`config.mk`:
```
export PLATFORM = sky130hd
export DESIGN_NAME = pix_pll_reconfig_seq
export DESIGN_NICKNAME = d
export VERILOG_FILES = /design/src/rtl/pix_pll_reconfig_seq.sv
export SDC_FILE = /design/constraint.sdc
export NUM_CORES = 1
export LEC_CHECK = 0
export BUFFER_PORTS_ARGS = -buffer_cell sky130_fd_sc_hd__buf_2
export CAP_MARGIN = 20
export CORE_MARGIN = 8
export CORE_UTILIZATION = 62
export CTS_CLUSTER_SIZE = 8
export DETAILED_ROUTE_END_ITERATION = 10
export PLACE_DENSITY = 0.85
export SLEW_MARGIN = 20
export SYNTH_ARGS = -nofsm -noshare
export SYNTH_HDL_FRONTEND = slang
export SYNTH_SLANG_ARGS = --single-unit
export TNS_END_PERCENT = 1
```
`constraint.sdc`:
```
create_clock -name hb_clk -period 9.8 [get_ports hb_clk]
set_input_delay 1.96 -clock hb_clk [delete_from_list [all_inputs] [get_ports hb_clk]]
set_output_delay 1.96 -clock hb_clk [all_outputs]
set_load 0.05 [all_outputs]
```
`src/rtl/pix_pll_reconfig_seq.sv`:
```
// rtl/pix_pll_reconfig_seq.sv - pixel PLL reconfig sequencer: counter writes, reconfig, areset, lock wait
// Defining PIX_PLL_C1_EN adds the c1_div input and a fourth counter (C1) after C0.
module pix_pll_reconfig_seq #(
  parameter int ARESET_CYCLES = 16,
  parameter int BUSY_TIMEOUT  = 1023,
  parameter int LOCK_TIMEOUT  = 65535
) (
  input  logic       hb_clk,
  input  logic       hb_rst,
  input  logic       start,
  input  logic [8:0] n_div,
  input  logic [8:0] m_div,
  input  logic [8:0] c0_div,
`ifdef PIX_PLL_C1_EN
  input  logic [8:0] c1_div,
`endif
  input  logic       busy,
  input  logic       pix_locked,
  output logic       write_param,
  output logic [3:0] counter_type,
  output logic [2:0] counter_param,
  output logic [8:0] data_in,
  output logic       reconfig,
  output logic       pll_areset_in,
  output logic       seq_busy,
  output logic       done,
  output logic [1:0] err
);

`ifdef PIX_PLL_C1_EN
  localparam logic [3:0] LAST_IDX = 4'd15;
`else
  localparam logic [3:0] LAST_IDX = 4'd11;
`endif
  localparam logic [15:0] BUSY_LIM   = 16'(BUSY_TIMEOUT - 1);
  localparam logic [15:0] LOCK_LIM   = 16'(LOCK_TIMEOUT - 1);
  localparam logic [15:0] ARESET_LIM = 16'(ARESET_CYCLES - 1);

  typedef enum logic [2:0] {
    S_IDLE, S_WR, S_WAITB, S_RECONF, S_WAITR, S_ARESET, S_WAITL
  } state_t;

  state_t      state_q, state_d;
  logic [3:0]  idx_q, idx_d;
  logic [15:0] cnt_q, cnt_d;
  logic [8:0]  div_q [4];
  logic [8:0]  div_d [4];
  logic [1:0]  err_q, err_d;
  logic        done_q, done_d;
  logic        lock_prev_q, lock_prev_d;
  logic [3:0]  ctype_q, ctype_d;
  logic [2:0]  cparam_q, cparam_d;
  logic [8:0]  data_q, data_d;

  // p: 0=high, 1=low, 2=bypass, 3=odd; a zero divide behaves as divide-by-one
  function automatic logic [8:0] param_value(input logic [8:0] d, input logic [1:0] p);
    logic [8:0] dd;
    logic [9:0] sum;
    dd  = (d == 9'd0) ? 9'd1 : d;
    sum = {1'b0, dd} + 10'd1;
    case (p)
      2'd0:    param_value = sum[9:1];
      2'd1:    param_value = {1'b0, dd[8:1]};
      2'd2:    param_value = {8'd0, (dd == 9'd1)};
      default: param_value = {8'd0, dd[0]};
    endcase
  endfunction

  always_ff @(posedge hb_clk or posedge hb_rst) begin
    if (hb_rst) begin
      state_q     <= S_IDLE;
      idx_q       <= '0;
      cnt_q       <= '0;
      div_q       <= '{default: '0};
      err_q       <= '0;
      done_q      <= 1'b0;
      lock_prev_q <= 1'b0;
      ctype_q     <= '0;
      cparam_q    <= '0;
      data_q      <= '0;
    end else begin
      state_q     <= state_d;
      idx_q       <= idx_d;
      cnt_q       <= cnt_d;
      div_q       <= div_d;
      err_q       <= err_d;
      done_q      <= done_d;
      lock_prev_q <= lock_prev_d;
      ctype_q     <= ctype_d;
      cparam_q    <= cparam_d;
      data_q      <= data_d;
    end
  end

  always_comb begin
    state_d = state_q;
    idx_d   = idx_q;
    err_d   = err_q;
    done_d  = 1'b0;
    div_d   = div_q;
    case (state_q)
      S_IDLE: begin
        if (start) begin
          state_d  = S_WR;
          idx_d    = '0;
          err_d    = 2'b00;
          div_d[0] = n_div;
          div_d[1] = m_div;
          div_d[2] = c0_div;
`ifdef PIX_PLL_C1_EN
          div_d[3] = c1_div;
`endif
        end
      end
      S_WR: state_d = S_WAITB;
      S_WAITB: begin
        if (cnt_q >= 16'd2 && !busy) begin
          if (idx_q == LAST_IDX) begin
            state_d = S_RECONF;
          end else begin
            idx_d   = idx_q + 4'd1;
            state_d = S_WR;
          end
        end else if (cnt_q == BUSY_LIM) begin
          err_d   = 2'b01;
          state_d = S_IDLE;
        end
      end
      S_RECONF: state_d = S_WAITR;
      S_WAITR: begin
        if (cnt_q >= 16'd2 && !busy) begin
          state_d = S_ARESET;
        end else if (cnt_q == BUSY_LIM) begin
          err_d   = 2'b01;
          state_d = S_IDLE;
        end
      end
      S_ARESET: begin
        if (cnt_q == ARESET_LIM) state_d = S_WAITL;
      end
      S_WAITL: begin
        // lock qualification is checked first so it wins over a coincident timeout
        if (pix_locked && lock_prev_q) begin
          done_d  = 1'b1;
          state_d = S_IDLE;
        end else if (cnt_q == LOCK_LIM) begin
          err_d   = 2'b10;
          state_d = S_IDLE;
        end
      end
      default: state_d = S_IDLE;
    endcase
  end

  always_comb begin
    cnt_d       = (state_d != state_q) ? 16'd0 :
                  (cnt_q == 16'hFFFF)  ? cnt_q : cnt_q + 16'd1;
    lock_prev_d = (state_d == S_WAITL && state_q == S_WAITL) ? pix_locked : 1'b0;
    ctype_d     = ctype_q;
    cparam_d    = cparam_q;
    data_d      = data_q;
    // index bits map onto the sparse encodings: counter {0,1,4,5}, param {0,1,4,5}
    if (state_d == S_WR) begin
      ctype_d  = {1'b0, idx_d[3], 1'b0, idx_d[2]};
      cparam_d = {idx_d[1], 1'b0, idx_d[0]};
      data_d   = param_value(div_d[idx_d[3:2]], idx_d[1:0]);
    end
  end

  always_comb begin
    write_param   = (state_q == S_WR);
    reconfig      = (state_q == S_RECONF);
    pll_areset_in = (state_q == S_ARESET);
    seq_busy      = (state_q != S_IDLE);
    done          = done_q;
    err           = err_q;
    counter_type  = ctype_q;
    counter_param = cparam_q;
    data_in       = data_q;
  end

endmodule

```
== Yosys cells after proc, flatten, opt, wreduce, memory -nomap -nowiden ==
Index checks and enable logic that the tools add are counted.
Storage, ports and cells
  flip-flop bits (word level): 67
  bits in latches: 0
  bits in writable memories: 0
  bits in read-only memories: 0
  bits of input ports: 32
  memories: 0
Operators by class
  $add $sub $neg: 3
  multipliers: 0
  divide/modulo/power cells: 0
  magnitude comparators: 2
  eq/ne operators: 23
  shifts and indexed selects: 0
  muxes and demuxes: 31
  bitwise logic cells: 1
  reduce and logical (&&, ||, !) cells: 11
Operators with widths (number)
  $mux W27: 2
  $eq A16 B16 Y1 const B: 2
  $mux W16: 2
  $mux W9: 3
  $pmux W9 S3: 1
  $mux W3: 7
  $pmux W3 S7: 1
  $bmux W9 S2: 1
  $add A16 B1 Y16 const B: 1
  $eq A16 B10 Y1 const B: 1
  $eq A16 B4 Y1 const B: 1
  $ge A16 B2 Y1 const B: 1
  $eq A3 B3 Y1 const B: 4
  $mux W2: 6
  $mux W4: 3
  $add A9 B1 Y10 const B: 1
  $ne A2 B2 Y1 const B: 5
  $eq A9 B1 Y1 const B: 1
  $logic_not A9 Y1: 1
  $pmux W4 S2: 1
  $eq A3 B1 Y1 const B: 2
  $eq A3 B2 Y1 const B: 2
  $pmux W2 S3: 1
  $reduce_and A6 Y1: 1
  15 further kinds: 20

== Longest topological paths before layout ==
Gate-level depths: netlist of run 1.
  word-level depth: 12
  depth in mapped cells: 15

== Worst setup path after synthesis of run 1 ==
Ideal clock, no wire load.
  path kind: input to output
  start point: input port busy
  end point: output port reconfig
  arrival: 3.243 ns
  required time: 7.840 ns
  slack: 4.597 ns
  stages: 6
  path buffers: 0
  cells stage by stage: inv_1 > o21ai_4 > nand3_1 > a21boi_0 > o22ai_1 > nor2_1
RTL lines
  start: declaration: line 17  | input logic busy,
  end: declaration: line 23  | output logic reconfig,

== Worst setup path in the final report of run 1 ==
  start point: input port start
  end point: register data_q[5], in the netlist data_in[5]
On the way
  longest elaborated chain between the ends: 10
  elaborated cells between the ends (all ways): 18
Ends and longest elaborated chain
  start: declaration: line 10  | input logic start,
  $mux W4: line 103  | if (start) begin
  $pmux W4 S2: line 101  | case (state_q)
  $not A2 Y3 (not written as such): line 166  | data_d = param_value(div_d[idx_d[3:2]], idx_d[1:0]);
  $bmux W9 S2: line 166
  $mux W9 (not written as such) (2 in series): line 166
  $logic_not A9 Y1: line 59  | dd = (d == 9'd0) ? 9'd1 : d;
  $mux W9: line 59
  $add A9 B1 Y10: line 60  | sum = {1'b0, dd} + 10'd1;
  $pmux W9 S3: line 61  | case (p)
  end signal: assignment: line 91  | data_q <= data_d;
  end: declaration: line 53  | logic [8:0] data_q, data_d;
Parallel ways exist; a longest one is shown, timed or not. The select of a mux whose other input is x is not followed.
A chain may end at the register's enable or synchronous reset.

==> metrics.yaml, run 1 <==
synth_top_cells_by_area: "sky130_fd_sc_hd__dfrtp_1 44%, sky130_fd_sc_hd__mux2_2 8.2%, sky130_fd_sc_hd__mux2i_1 4.7%"
gpl.final_weighted_congestion: 0.885
power.density_cell_area_mw_per_mm2: 315
yosys.cell_types.count: 63
place_inst: 505
most_frequent_standard_cell_in_the_layout_excluding_fill_and_tap_cells: "sky130_fd_sc_hd__dfrtp_1"
routed_via_density: 5.88
number_of_rows_created_at_floorplan: 28
ys_seq_elements: 67
number_of_standard_cells_after_synthesis: 392
critical_path.endpoint_type: "register"
fmax_ghz: 0.182
route.antenna.remaining_nets: 0
initialDrtViolationCount: 214
rsz0062_at_grt: "false"
cts_hold_buf: 0
cp.arrival_ns: 5.71
detail_route.first_pass.iterations: 5
grt_util_all_layers_pct: 19.8
cts_resized: 0
via_count: 3063
peakVddDrop_uv: 183
port_buffers: 51
cap_viol_max_count: 0
worst-setup-path-type: "primary input to register"
drive_gt1_share_pct: 26.0
finalHoldViolations: 0
final_period_util_pct: 56.2
synth_edf_count: 0
synth-seq-area-share_pct: 43.7
ys_warn_count: 0
required_ns: 10.01
totalWireLength_um: 8450
slew_viol_final: 0
layout_min_cycle_time_ns: 5.50
cp-start-kind: "primary input"
min_path_cells: 1
setup_tns_ns: 0
postSynth.topFlopCell: "sky130_fd_sc_hd__dfrtp_1"
final_cell_area_mm2: 0.00430
mapped_cell_area_mm2: 0.00383
synth.mux.area_fraction_pct: 13.8
cts_inserted_buffers: 9
ctsRootBufferMaster: "sky130_fd_sc_hd__clkbuf_8"
worst_pin_slew_ns: 0.988
clock_tree.buffer_depth: 2
first_global_vias: 2947
finish.cell_count_without_fillers: 521
finClkSkew_ns: 0.00923
detail_route.wl_per_cell_um: 16.2
synth_async_sr_flop_share_pct: 100
synth-xor-area-share_pct: 3.43
post_cts_buffers: 0
slew-limit-headroom_pct: 33.9
post_route_drc: 0
finalNetCount: 478
hold-worst-slack_ns: 0.448
combinational_family_with_the_most_area_after_synthesis: "simple AND/OR/NAND/NOR gates"
diodes: 0
initial_utilization_pct: 64.3
timing.final.setup_violations: 0
clkSinkCount: 67
cts_tree: "yes"
global_route.overflow_total: 0
reg2regPathDepth: 13
yosys.area_share.simple_pct: 20.9
fp.dieH_um: 94.6
post-dp-hpwl_um: 6160
number_of_antenna_violations_at_the_first_check_in_global_routing: 0
cell_type_with_the_largest_total_area_after_synthesis: "sky130_fd_sc_hd__dfrtp_1"
grt_pass1_wl_um: 14000
layout_area_overhead_pct: 12.1
dpl_cell_area_mm2: 0.00412
min-delay-path-class: "register to register"
post_synth_fa_ha_maj_area_fraction_pct: 1.63
die_area_mm2: 0.00895
clock_tree.htree_level_count: 3
synth_area_per_cell_um2: 9.78
worstSkewPairLatency_ns: 0.34
compound_gate_portion_of_the_synthesized_area_pct: 12.5
final_cell_mix: "67 x sky130_fd_sc_hd__dfrtp_1, 51 x sky130_fd_sc_hd__buf_2, 43 x sky130_fd_sc_hd__nor2_1, 43 x sky130_fd_sc_hd__nand2_1, 28 x sky130_fd_sc_hd__mux2_2"
total_leakage_power_nw: 1.96
floorplan.core_area_mm2: 0.00596
status: "finished clean"
clkTransAtPathRegs_ns: 0.07
floorplan.io_pins: 55
pin_count_of_the_biggest_net_entering_global_routing: 68
synth_top_area_share_pct: 43.7
chipWidth_um: 94.6
cp_max_fo: 38
[metrics by stage]
stage                     power, mW  setup WS (ns)  util, %
after floorplan               0.986           4.60        -
after global placement         1.11           4.24     69.2
after detailed placement       1.15           3.97     69.2
after CTS                      1.36           4.34     72.1
after global routing           1.45           4.02     72.1
final                          1.35           4.30     72.1
[cell usage after synthesis (all sizes together) (2+ instances only)]
cell type,instances
a211oi,3
a21boi,2
a21oi,15
a311oi,2
a31oi,2
and2,2
and3,5
and3b,2
buf,11
clkbuf,7
dfrtp,67
ha,5
inv,14
mux2,29
mux2i,19
nand2,43
nand2b,9
nand3,16
nand3b,2
nand4,7
nor2,43
nor2b,6
nor3,9
nor4,6
o21ai,20
o22ai,5
o31ai,3
or3,4
xnor2,3
xor2,12
[cells by family (layout without fill, tap and decap cells)]
logic type,after synthesis,after routing
muxes,48,48
other,1,3
and+or+nand+nor,160,160
AOI/OAI and AO/OA,64,64
adders and majority gates,5,5
buffers and inverters,32,84
xor gates and xnor gates,15,15
DFF,67,67
[worst paths after layout]
path	end	slack, ns	startpoint
max	data_in[5]$_DFFE_PP0N_	4.30	start
min in group asynchronous	div_q[35]$_DFF_PP0_	1.85	hb_rst
min reg2reg	lock_prev_q$_DFF_PP0_	0.45	lock_prev_q$_DFF_PP0_
max in group asynchronous	div_q[11]$_DFF_PP0_	7.40	hb_rst
min	lock_prev_q$_DFF_PP0_	0.45	lock_prev_q$_DFF_PP0_
max reg2reg	data_in[5]$_DFFE_PP0N_	5.38	state_q[1]$_DFF_PP0_
[flip-flops by register name, indices dropped and copies added (netlist names)]
signal,count
cnt_q,16
counter_param,2
counter_type,2
data_in,9
div_q,27
done,1
err,2
idx_q,4
lock_prev_q,1
state_q,3
[power breakdown]
group | switching [mW] | internal, mW | leakage (nW)
clock | 0.0973 | 0.105 | 0.0905
combinational | 0.447 | 0.266 | 1.02
sequential | 0.0694 | 0.370 | 0.851
[final cells by class]
class                      instances  area, um^2
timing repair buffer              54         278
fill                             450        1660
sequential                        67        1680
multi-input combinational        295        2020
inverter                          14        52.6
clock buffer                      14         163
clock inverter                     2        10.0
tap                               75        93.8
[layer usage]
metal	wire (um)	track usage [%]	up-vias
li1	-	-	1483
met1	3960	27.0	1460
met2	3730	29.3	106
met3	623	5.63	14
met4	138	7.54	0
met5	0	0	-
[worst max-delay path: stages]
cell and delay, ns:
sky130_fd_sc_hd__buf_2 0.12, sky130_fd_sc_hd__nor2b_1 0.13, sky130_fd_sc_hd__nor3b_2 0.17, sky130_fd_sc_hd__buf_4 0.29, sky130_fd_sc_hd__nand2b_1 0.25, sky130_fd_sc_hd__o22ai_4 0.64
sky130_fd_sc_hd__mux2_2 0.46, sky130_fd_sc_hd__mux2i_4 0.20, sky130_fd_sc_hd__nand4_2 0.15, sky130_fd_sc_hd__o41ai_2 0.47, sky130_fd_sc_hd__ha_1 0.24, sky130_fd_sc_hd__nand2_1 0.13
sky130_fd_sc_hd__nor3_1 0.23, sky130_fd_sc_hd__xor2_1 0.17, sky130_fd_sc_hd__o21ai_0 0.11
(Power assumes the default switching activity.)
==> run 2, diff against run 1 <==
- CORE_UTILIZATION: 62 -> 57
- PLACE_DENSITY: 0.85 -> 0.79
- clock period: 9.8 -> 5.6 ns (I/O delays scaled with it)
==> metrics.yaml, run 2 (synthesized netlist as in run 1, its figures left out) <==
status: "finished clean"
drive_gt1_share_pct: 26.6
die_area_mm2: 0.00960
gpl.final_weighted_congestion: 0.873
layout.core_utilization_pct: 65.1
worstPathCellList: "inv_2 -> nor3_1 -> nand3b_1 -> o22ai_4 -> buf_4 -> mux2i_1 -> mux2_2 -> inv_1 -> o41ai_2 -> ha_1 -> o21ai_0 -> o311ai_0 -> nand2_1 -> o32a_1"
routed_via_density: 5.74
route.antenna.remaining_nets: 0
total_leakage_power_nw: 1.98
floorplan.io_pins: 55
port_buffers: 51
top_register: "div_q"
detail_route.wl_per_cell_um: 16.0
cts_tree: "yes"
totalWireLength_um: 8450
worst_pin_slew_ns: 0.847
initialDrtViolationCount: 184
crit_path_max_incr_delay_ns: 0.61
cts_hold_buf: 0
min-delay-path-class: "register to register"
cp-start-kind: "register"
hold-worst-slack_ns: 0.450
clkTransAtPathRegs_ns: 0.07
rsz0062_at_grt: "false"
finalHoldViolations: 0
critical_path.endpoint_type: "register"
global_route.overflow_total: 0
clock_tree.buffer_depth: 2
worst-setup-path-type: "register to register"
clkSinkCount: 67
fmax_ghz: 0.242
finalNetCount: 481
multi_input_comb_area_mm2: 0.00202
cts_resized: 0
slew-limit-headroom_pct: 43.6
cp.arrival_ns: 4.41
worstSkewPairLatency_ns: 0.34
via_count: 3031
post_route_drc: 0
layout_min_cycle_time_ns: 4.13
layout_area_overhead_pct: 12.9
number_of_rows_created_at_floorplan: 30
final_cell_mix: "67 x sky130_fd_sc_hd__dfrtp_1, 51 x sky130_fd_sc_hd__buf_2, 43 x sky130_fd_sc_hd__nor2_1, 43 x sky130_fd_sc_hd__nand2_1, 28 x sky130_fd_sc_hd__mux2_2"
seqCellArea_mm2: 0.00168
fp.dieH_um: 98.0
peakVddDrop_uv: 188
slew_viol_final: 0
cts_inserted_buffers: 9
clock_tree.htree_level_count: 3
grt_util_all_layers_pct: 18.0
cap_viol_max_count: 0
cp_top_family: "compound AO/OA/AOI/OAI gates"
final_period_util_pct: 73.8
n_fill_cell: 529
number_of_antenna_violations_at_the_first_check_in_global_routing: 0
largest_register_ffs: 27
most_frequent_standard_cell_in_the_layout_excluding_fill_and_tap_cells: "sky130_fd_sc_hd__dfrtp_1"
first_global_vias: 2997
required_ns: 5.87
diodes: 0
power.density_cell_area_mw_per_mm2: 548
detail_route.first_pass.iterations: 4
cp_max_fo: 15
setup_tns_ns: 0
floorplan.core_area_mm2: 0.00664
post_cts_buffers: 0
grt_pass1_wl_um: 14200
initial_utilization_pct: 57.7
ctsRootBufferMaster: "sky130_fd_sc_hd__clkbuf_8"
chipWidth_um: 98.0
worst_path_max_delay_cell: "sky130_fd_sc_hd__dfrtp_1"
post-dp-hpwl_um: 6140
timing.final.setup_violations: 0
pin_count_of_the_biggest_net_entering_global_routing: 68
finClkSkew_ns: 0.00466
cp.buffers_inverters: 3
## run 2: where the power goes
group / leakage [nW] / total [mW] / switching, mW / internal, mW
combinational: 1.03 / 1.24 / 0.771 / 0.468
sequential: 0.851 / 0.766 / 0.118 / 0.648
clock: 0.0953 / 0.366 / 0.172 / 0.193
total: 1.98 / 2.37 / 1.06 / 1.31
## run 2: stage by stage
stage	instances	power [mW]	setup WS (ns)	area, um^2
detailed placement	513	2.01	1.20	4150
finish	528	2.37	1.47	4330
floorplan	394	1.73	1.59	3840
global route	528	2.52	1.16	4330
global placement	513	1.96	1.33	4150
CTS	528	2.38	1.51	4330
## run 2: per-layer routing
layer  part of all wire, %  wire length (um)  up-vias  global-route usage (%)
met5                     0                 0        -                       0
met4                   1.3               114        0                    7.43
met3                   4.4               372       10                    3.56
met2                    50              4220       63                    30.2
met1                    44              3740     1463                    22.1
li1                      -                 -     1495                       -
## run 2: final timing paths
| kind | startpoint | end | slack (ns) | cells past startpoint |
|---|---|---|---|---|
| worst min-delay path | lock_prev_q$_DFF_PP0_ | lock_prev_q$_DFF_PP0_ | 0.45 | 1 |
| worst max-delay path | state_q[1]$_DFF_PP0_ | data_in[0]$_DFFE_PP0N_ | 1.47 | 14 |
| max in group asynchronous | hb_rst | counter_param[0]$_DFFE_PP0N_ | 4.02 | 3 |
| worst max register to register | state_q[1]$_DFF_PP0_ | data_in[0]$_DFFE_PP0N_ | 1.47 | 14 |
| min in group asynchronous | hb_rst | div_q[33]$_DFF_PP0_ | 1.03 | 3 |
| worst min register to register | lock_prev_q$_DFF_PP0_ | lock_prev_q$_DFF_PP0_ | 0.45 | 1 |
## run 2: cell type report
| class | count | share of cell area [%] |
|---|---|---|
| multi-input cells | 295 | 46.7 |
| clock inverters | 2 | 0.231 |
| clock buffers | 13 | 3.90 |
| well taps | 80 | 2.31 |
| flip-flops and latches | 67 | 38.7 |
| repair buffers | 57 | 6.94 |
| inverters | 14 | 1.21 |
==> run 3, diff against run 2 <==
- clock period: 5.6 -> 3.85 ns (I/O delays scaled with it)
==> metrics.yaml, run 3 (synthesized netlist as in run 1, its figures left out) <==
number_of_rows_created_at_floorplan: 30
grt_util_all_layers_pct: 19.0
power.density_cell_area_mw_per_mm2: 837
worst-setup-path-type: "register to register"
cp.buffers_inverters: 1
cp_max_fo: 6
cts_hold_buf: 0
cp.arrival_ns: 4.01
min-delay-path-class: "primary input to asynchronous set/reset pin"
cp-start-kind: "register"
cap_viol_max_count: 0
peakVddDrop_uv: 323
ctsRootBufferMaster: "sky130_fd_sc_hd__clkbuf_8"
most_frequent_standard_cell_in_the_layout_excluding_fill_and_tap_cells: "sky130_fd_sc_hd__dfrtp_1"
n_fill_cell: 497
floorplan.io_pins: 55
finalNetCount: 504
gpl.final_weighted_congestion: 0.867
slew_viol_final: 0
global_route.overflow_total: 0
clock_tree.htree_level_count: 3
die_area_mm2: 0.00960
worst_path_max_delay_cell: "sky130_fd_sc_hd__or4_4"
via_count: 3155
total_leakage_power_nw: 2.15
fp.dieH_um: 98.0
clkTransAtPathRegs_ns: 0.08
pin_count_of_the_biggest_net_entering_global_routing: 50
first_global_vias: 3153
timing.final.setup_violations: 0
floorplan.core_area_mm2: 0.00664
largest_register_ffs: 27
routed_via_density: 5.72
top_register: "div_q"
finalHoldViolations: 0
diodes: 0
critical_path.endpoint_type: "register"
clock_tree.buffer_depth: 2
grt_pass1_wl_um: 14900
cp_top_family: "compound AO/OA/AOI/OAI gates"
cts_tree: "yes"
crit_path_max_incr_delay_ns: 0.43
initialDrtViolationCount: 252
number_of_antenna_violations_at_the_first_check_in_global_routing: 0
layout_area_overhead_pct: 20.2
drive_gt1_share_pct: 30.9
clkSinkCount: 67
chipWidth_um: 98.0
final_cell_mix: "67 x sky130_fd_sc_hd__dfrtp_1, 51 x sky130_fd_sc_hd__buf_2, 43 x sky130_fd_sc_hd__nor2_1, 43 x sky130_fd_sc_hd__nand2_1, 27 x sky130_fd_sc_hd__buf_4"
final_period_util_pct: 97.9
detail_route.wl_per_cell_um: 16.3
post-dp-hpwl_um: 6450
layout_min_cycle_time_ns: 3.77
port_buffers: 51
worstSkewPairLatency_ns: 0.35
detail_route.first_pass.iterations: 4
route.antenna.remaining_nets: 0
setup_tns_ns: 0
post_route_drc: 0
slew-limit-headroom_pct: 58.9
totalWireLength_um: 8990
required_ns: 4.09
finClkSkew_ns: 0.0134
layout.core_utilization_pct: 69.3
initial_utilization_pct: 57.7
overall_power_of_the_completed_layout_mw: 3.85
fmax_ghz: 0.265
final_cell_area_mm2: 0.00461
status: "finished clean"
reg2regPathDepth: 13
path_depth: 13
dpl_cell_area_mm2: 0.00430
worst_pin_slew_ns: 0.617
cts_inserted_buffers: 9
hold-worst-slack_ns: 0.398
worstPathCellList: "ha_1 -> or4_4 -> o2111a_2 -> o22ai_4 -> buf_4 -> mux2_2 -> mux2_2 -> o41ai_4 -> ha_1 -> nand2_1 -> a21oi_1 -> xor2_1 -> o21ai_1"
==> run 3: changes by cell type in the layout (fill, tap and decap cells not counted), sizes merged <==
| cell | previous run | this run |
|---|---|---|
| buf | 57 | 80 |
| bufinv | 0 | 3 |
| clkbuf | 13 | 9 |
| clkinv | 2 | 3 |
| clkinvlp | 0 | 1 |
==> run 3: path summary, 6_finish.rpt <==
path | startpoint | endpoint | slack (ns)
max | cnt_q[1]$_DFFE_PP0P_ | data_in[3]$_DFFE_PP0N_ | 0.08
min | hb_rst | done$_DFF_PP0_ | 0.40
max reg2reg | cnt_q[1]$_DFFE_PP0P_ | data_in[3]$_DFFE_PP0N_ | 0.08
min reg2reg | lock_prev_q$_DFF_PP0_ | lock_prev_q$_DFF_PP0_ | 0.44
max in group asynchronous | hb_rst | counter_param[2]$_DFFE_PP0N_ | 2.50
min in group hb_clk | lock_prev_q$_DFF_PP0_ | lock_prev_q$_DFF_PP0_ | 0.44
==> run 3: report_power, final <==
| group | internal, mW | switching, mW |
|---|---|---|
| Combinational | 0.825 | 1.25 |
| Clock | 0.429 | 0.280 |
| Sequential | 0.942 | 0.127 |
==> run 3: what timing repair did <==
item / 4_1_cts / 5_1_grt
resized for setup: 0 / 8
buffers inserted: 0 / 4
setup endpoints to repair: 0 / 4
==> run 3: routing by layer <==
layer | track usage [%] | share of wire, %
met1 | 21.8 | 42
met2 | 32.5 | 51
met3 | 4.55 | 4.7
met4 | 9.35 | 2.4
met5 | 0 | 0
==> run 3: layout make-up <==
type                            instances  area, um^2  share of cell area [%]
Sequential cell                        67        1680                    36.4
Inverter                               14        52.6                    1.14
Clock buffer                            9         124                    2.69
Tap cell                               80         100                    2.17
Timing Repair Buffer                   80         489                    10.6
Clock inverter                          7         116                    2.53
Multi-Input combinational cell        295        2050                    44.4
==> run 3: worst register-to-register path, delay by kind of cell, from the launching register on <==
kind / cells / cell delay, ns
compound gates: 5 / 1.23
xor+xnor: 1 / 0.19
fa+ha+maj: 2 / 0.44
buf+inv: 1 / 0.16
flops: 1 / 0.42
mux: 2 / 0.68
simple gates: 2 / 0.56
==> run 3: metrics by stage <==
step	setup slack [ns]	instances
2_1_floorplan	0.186	394
5_1_grt	-0.108	552
4_1_cts	0.00613	548
6_report	0.0798	552
3_3_place_gp	0.121	532
3_5_place_dp	-0.00944	532
